### config.mk
export PLATFORM = sky130hd
export DESIGN_NAME = mem_wb_stage
export DESIGN_NICKNAME = d
export VERILOG_FILES = /design/src/rtl/mem_wb_stage.sv
export SDC_FILE = /design/constraint.sdc
export NUM_CORES = 1
export LEC_CHECK = 0
export CORE_UTILIZATION = 35
export CTS_BUF_LIST = sky130_fd_sc_hd__clkbuf_8
export DETAILED_ROUTE_END_ITERATION = 8
export GPL_TIMING_DRIVEN = 0
export PLACE_DENSITY = 0.78
export SETUP_SLACK_MARGIN = 0.4
export SYNTH_ARGS = -nofsm -noshare
export SYNTH_HDL_FRONTEND = slang
export SYNTH_SLANG_ARGS = --single-unit
export TNS_END_PERCENT = 1
### constraint.sdc
create_clock -name clock -period 1 [get_ports clock]
set_input_delay 0.2 -clock clock [delete_from_list [all_inputs] [get_ports clock]]
set_output_delay 0.2 -clock clock [all_outputs]
set_load 0.005 [all_outputs]
### src/rtl/mem_wb_stage.sv
// MEM/WB pipeline register: captures the memory-stage result, folds in data-TLB faults,
// and raises fetch_wait from the first faulting entry until the handler acknowledges it.
module mem_wb_stage #(
    parameter int DATA_W = 32,
    parameter int ADDR_W = 32,
    parameter int REG_AW = 5
) (
    input  logic              clock,
    input  logic              reset,
    input  logic              stall,
    input  logic              flush,
    input  logic              in_valid,
    input  logic [DATA_W-1:0] in_result,
    input  logic [REG_AW-1:0] in_rd,
    input  logic              in_mem_to_reg,
    input  logic              in_reg_write,
    input  logic [ADDR_W-1:0] in_pc,
    input  logic              in_exception,
    input  logic [ADDR_W-1:0] in_faulty_address,
    input  logic [DATA_W-1:0] mem_read_data,
    input  logic              mem_enable,
    input  logic [ADDR_W-1:0] mem_address,
    input  logic              dtlb_miss,
    input  logic              dtlb_ready,
    input  logic              exc_ack,
    output logic              out_valid,
    output logic [REG_AW-1:0] out_rd,
    output logic              out_reg_write,
    output logic [DATA_W-1:0] out_wb_data,
    output logic [ADDR_W-1:0] out_pc,
    output logic              out_exception,
    output logic [ADDR_W-1:0] out_faulty_address,
    output logic              fetch_wait
);

    typedef enum logic {
        ST_RUN  = 1'b0,
        ST_WAIT = 1'b1
    } fw_state_t;

    fw_state_t         state;
    fw_state_t         state_next;

    logic              dtlb_fault;
    logic              load;
    logic              load_exc;
    logic [DATA_W-1:0] wb_sel;
    logic [ADDR_W-1:0] fa_sel;

    logic              valid_q;
    logic [REG_AW-1:0] rd_q;
    logic              reg_write_q;
    logic [DATA_W-1:0] wb_data_q;
    logic [ADDR_W-1:0] pc_q;
    logic              exc_q;
    logic [ADDR_W-1:0] fa_q;

    // Write-back mux sits ahead of the flop so out_wb_data comes straight from a register.
    always_comb begin
        dtlb_fault = in_valid & mem_enable & dtlb_miss & dtlb_ready;
        load       = ~flush & ~stall;
        load_exc   = load & in_valid & (in_exception | dtlb_fault);
        wb_sel     = in_mem_to_reg ? mem_read_data : in_result;
        fa_sel     = '0;
        if (in_exception) begin
            fa_sel = in_faulty_address;
        end else if (dtlb_fault) begin
            fa_sel = mem_address;
        end
    end

    always_ff @(posedge clock) begin
        if (reset || flush) begin
            valid_q     <= 1'b0;
            rd_q        <= '0;
            reg_write_q <= 1'b0;
            wb_data_q   <= '0;
            pc_q        <= '0;
            exc_q       <= 1'b0;
            fa_q        <= '0;
        end else if (!stall) begin
            valid_q     <= in_valid;
            rd_q        <= in_rd;
            reg_write_q <= in_reg_write;
            wb_data_q   <= wb_sel;
            pc_q        <= in_pc;
            exc_q       <= in_valid & (in_exception | dtlb_fault);
            fa_q        <= fa_sel;
        end
    end

    always_ff @(posedge clock) begin
        if (reset) begin
            state <= ST_RUN;
        end else begin
            state <= state_next;
        end
    end

    // A freshly loaded exception keeps fetch stopped even if the old one is acknowledged.
    always_comb begin
        state_next = state;
        case (state)
            ST_RUN:  if (load_exc) state_next = ST_WAIT;
            ST_WAIT: if (exc_ack && !load_exc) state_next = ST_RUN;
            default: state_next = ST_RUN;
        endcase
    end

    always_comb begin
        fetch_wait         = (state == ST_WAIT);
        out_valid          = valid_q;
        out_rd             = rd_q;
        out_reg_write      = reg_write_q & valid_q & ~exc_q;
        out_wb_data        = wb_data_q;
        out_pc             = pc_q;
        out_exception      = exc_q;
        out_faulty_address = fa_q;
    end

endmodule

# Word-level counts from Yosys, hierarchy flattened

Index checks and enable logic that the tools add are counted.
W data, S select, Z words.

Output and inout bits: 105
Register bits: 105
Logic and storage cells: 31
Input bits: 177

Reductions and logical operators: 3
Mux-type cells: 6
Bitwise gates (word level): 14

Operators by type and width:

| operator            | count |
|---|---|
| $mux W32            | 3 |
| $and A1 B1 Y1       | 9 |
| $not A1 Y1          | 4 |
| $mux W1             | 2 |
| $pmux W1 S2         | 1 |
| $logic_and A1 B1 Y1 | 1 |
| $logic_not A1 Y1    | 1 |
| $logic_or A1 B1 Y1  | 1 |
| $or A1 B1 Y1        | 1 |

# Depth between registers and ports, before layout

Word-level depth: 9
Gate-level depth with buffers: 6
Depth with buffers taken out: 3

# Worst setup path before layout

No wires, ideal clock.

Kind: input to register
Start: input port in_mem_to_reg
End: register wb_data_q[18], in the netlist out_wb_data[18]
Arrival time: 972 ps
Stages: 5
Path slack: -100 ps
Buffers on the path: 2
Setup time: 128 ps
Required time: 872 ps
Cells stage by stage: buf_2 -> buf_6 -> mux2_4 -> mux2i_1 -> nor2_1

Cells in the longest elaborated chain, start to end: 1

RTL lines:

| element              | RTL line | RTL |
|---|---|---|
| start, declared      | 15       | `input logic in_mem_to_reg,` |
| $mux W32             | 63       | `wb_sel = in_mem_to_reg ? mem_read_data : in_result;` |
| end signal, assigned | 85       | `wb_data_q <= wb_sel;` |
| end, declared        | 53       | `logic [DATA_W-1:0] wb_data_q;` |

Every way passes these cells.
A chain may end at the register's enable or synchronous reset.

# Worst setup path in the final report

Start: register fa_q[28], in the netlist out_faulty_address[28]
End: output port out_faulty_address[28]

RTL lines:

| element                | RTL line | RTL |
|---|---|---|
| start, declared        | 56       | `logic [ADDR_W-1:0] fa_q;` |
| start signal, assigned | 88       | `fa_q <= fa_sel;` |
| end, declared          | 32       | `output logic [ADDR_W-1:0] out_faulty_address,` |

No word-level cell between the ends.

==> results.sh <==
export IMPL_yosysUniqueCellTypes=23
export IMPL_via_count=4668
export IMPL_vdd_drop_max_mv=0.882
export IMPL_worstPathArrival_ns=0.96
export IMPL_grt_pass1_wl_mm=24.3
export IMPL_drt_initial_drc_count=132
export IMPL_powerDensity_nw_per_um2=1020
export IMPL_period_share_pct=116
export IMPL_tightest_slew_ns=0.310
export IMPL_routabilityCongestion=0.840
export IMPL_cp_slowest_stage_delay_ns=0.32
export IMPL_overflow=0
export IMPL_p_comb_share_pct=25.6
export IMPL_crit_required_ns=0.80
export IMPL_ys_ff_latch=105
export IMPL_synth_cells=462
export IMPL_slew_headroom_pct=78.7
export IMPL_seqCellArea_um2=2230
export IMPL_hold_class="in -> reg"
export IMPL_io_buffer_count=278
export IMPL_violations="setup timing"
export IMPL_clkTransAtPathRegs_ns=0.10
export IMPL_start_util_pct=36.0
export IMPL_drtAntennaViolNets=0
export IMPL_insertion_delay_ns=0.37
export IMPL_finalWirelength_mm=17.1
export IMPL_final_nets=938
export IMPL_antenna_found_initial=0
export IMPL_core_um2=13300
export IMPL_switchingPower_uw=2530
export IMPL_wl_per_cell_um=18.2
export IMPL_die_area_um2=14100
export IMPL_slowest_stage="dfxtp_1"
export IMPL_die_w_um=119
export IMPL_switching_share_pct=26.7
export IMPL_drive_above_1_share_pct=55.9
export IMPL_synth_yosys_seq_area_share_pct=43.9
export IMPL_first_global_vias=4965
export IMPL_avgViaCountPerCell=4.96
export IMPL_fillers=953
export IMPL_fin_crit_ns=1.16
export IMPL_critPathBufInv=1
export IMPL_dp_hpwl_mm=12.2
export IMPL_syn_area_per_cell_um2=10.4
export IMPL_clockBufferDepth=2
export IMPL_cts_root_buf="clkbuf_8"
export IMPL_grt_max_degree=17
export IMPL_setup_viol=105
export IMPL_cts_buffers=9
export IMPL_p_clk_share_pct=27.3
export IMPL_fin_setup_tns_ns=-3.18
export IMPL_setup_ws_ns=-0.163
export IMPL_max_freq_mhz=860
export IMPL_crit_chain="dlygate4sd2_1"
export IMPL_synth_nets=639
export IMPL_syn_to_final_growth_pct=93.4
export IMPL_drc=0
export IMPL_ios=282
export IMPL_n_antenna_cell=0
export IMPL_cp_top_family="flip-flops"
export IMPL_maxSlewViolCount=0
export IMPL_cts_tree="built"
export IMPL_multi_input_area_um2=3000
export IMPL_yosys_warnings=0
export IMPL_final_common_cell="clkdlybuf4s50_1"
export IMPL_rsz0062_at_grt="yes"
export IMPL_p_leak_uw=0.00409
export IMPL_placementRows=42
export IMPL_drt_pre_antenna_iters=4
export IMPL_hold_viol_final=0
export IMPL_critical_path_class="reg -> out"
export IMPL_synthesis_area_um2=4790
export IMPL_cts_sinks=105
export IMPL_start_kind="flip-flop"
export IMPL_cts_hold_buf=0
export IMPL_fin_worst_skew_ns=0
export IMPL_holdWs_ns=0.0733
export IMPL_layout_common_cells="clkdlybuf4s50_1 (122), dfxtp_2 (102), buf_6 (77), mux2i_1 (69), buf_2 (46)"
export IMPL_outcome="finished with violations"
export IMPL_power_frac_seq_pct=47.1
export IMPL_power_internal_uw=6930
export IMPL_critPathMaxFanout=2
export IMPL_h_tree_depth=3
export IMPL_die_height_um=119
export IMPL_critPathCaptureType="output port"
export IMPL_grtUsageTotal_pct=22.0
export IMPL_cap_violations=0
==> worst register-to-register path, cell delays in order (launching register included) <==
cell and delay (ns):
dfxtp_2 0.35, buf_4 0.10, inv_1 0.04, a221oi_2 0.23
==> cells by family after synthesis <==
| logic type | synth area share [%] |
|---|---|
| DFF | 43.9 |
| buffers and inverters | 9.36 |
| and+or+nand+nor | 10.2 |
| muxes | 23.2 |
| AOI/OAI and AO/OA | 13.3 |
==> stage by stage <==
stage | utilization [%] | setup WS, ns | instances | total power [µW] | instance area, µm²
final | 69.6 | -0.163 | 941 | 9460 | 9260
after detailed placement | 58.7 | -0.665 | 916 | 6490 | 7800
after global placement | 58.7 | -0.658 | 916 | 6450 | 7800
after global routing | 69.6 | -0.239 | 941 | 9860 | 9260
after CTS | 60.4 | -0.194 | 938 | 9100 | 8030
after floorplan | - | -0.0183 | 462 | 5320 | 4800
==> cell type report <==
| class | count | share of cell area (%) |
|---|---|---|
| multi-input combinational | 282 | 32.4 |
| timing repair buffer | 288 | 31.4 |
| sequential | 105 | 24.1 |
| buffer | 43 | 6.46 |
| tap | 176 | 2.38 |
| clock buffer | 9 | 1.34 |
| inverter | 32 | 1.30 |
| clock inverter | 6 | 0.662 |
==> state kept, by name, indices dropped and copies added (netlist names) <==
signal / flops
fetch_wait: 1
out_faulty_address: 32
out_exception: 1
reg_write_q: 1
out_rd: 5
out_pc: 32
out_wb_data: 32
out_valid: 1
==> routing by layer <==
| metal | part of all wire, % | track usage (%) |
|---|---|---|
| met2 | 53 | 41.4 |
| met4 | 3.5 | 10.8 |
| met5 | 0 | 0 |
| met3 | 7.8 | 7.42 |
| met1 | 36 | 21.3 |
==> worst paths after layout <==
kind	slack, ns	to	from	cells past startpoint
min	0.07	fetch_wait$_SDFF_PP0_	reset	4
max reg2reg	0.20	out_faulty_address[6]$_SDFFE_PP0N_	out_faulty_address[6]$_SDFFE_PP0N_	3
max	-0.16	out_faulty_address[28]	out_faulty_address[28]$_SDFFE_PP0N_	1
min reg2reg	0.46	fetch_wait$_SDFF_PP0_	fetch_wait$_SDFF_PP0_	2
==> synth_stat cells, drive strengths merged <==
master  instances  area [µm²]
nor4b           1        8.76
a21oi          32         160
dfxtp         105        2100
nand3          32         165
buf            42         324
clkbuf          1        3.75
a221oi         32         468
mux2           32         398
and3            1        6.26
mux2i          71         711
o21ai           2        10.0
or2             1        6.26
nand2           4        15.0
nor2           73         274
inv            32         120
nor2b           1        13.8
==> power groups by stage <==
stage	clock (µW)	combinational, µW	sequential (µW)
after floorplan	0	810	4510
after global placement	0	1950	4500
after detailed placement	0	1990	4510
after CTS	2690	1970	4440
after global routing	2830	2560	4470
final	2580	2420	4460
==> what timing repair did <==
item / CTS / global route
pin swaps: 1 / 104
resized for setup: 533 / 348
cloned: 0 / 3
setup endpoints to repair: 210 / 210
setup buffers: 7 / 0
No activity file was read; power rests on OpenSTA's default activity.
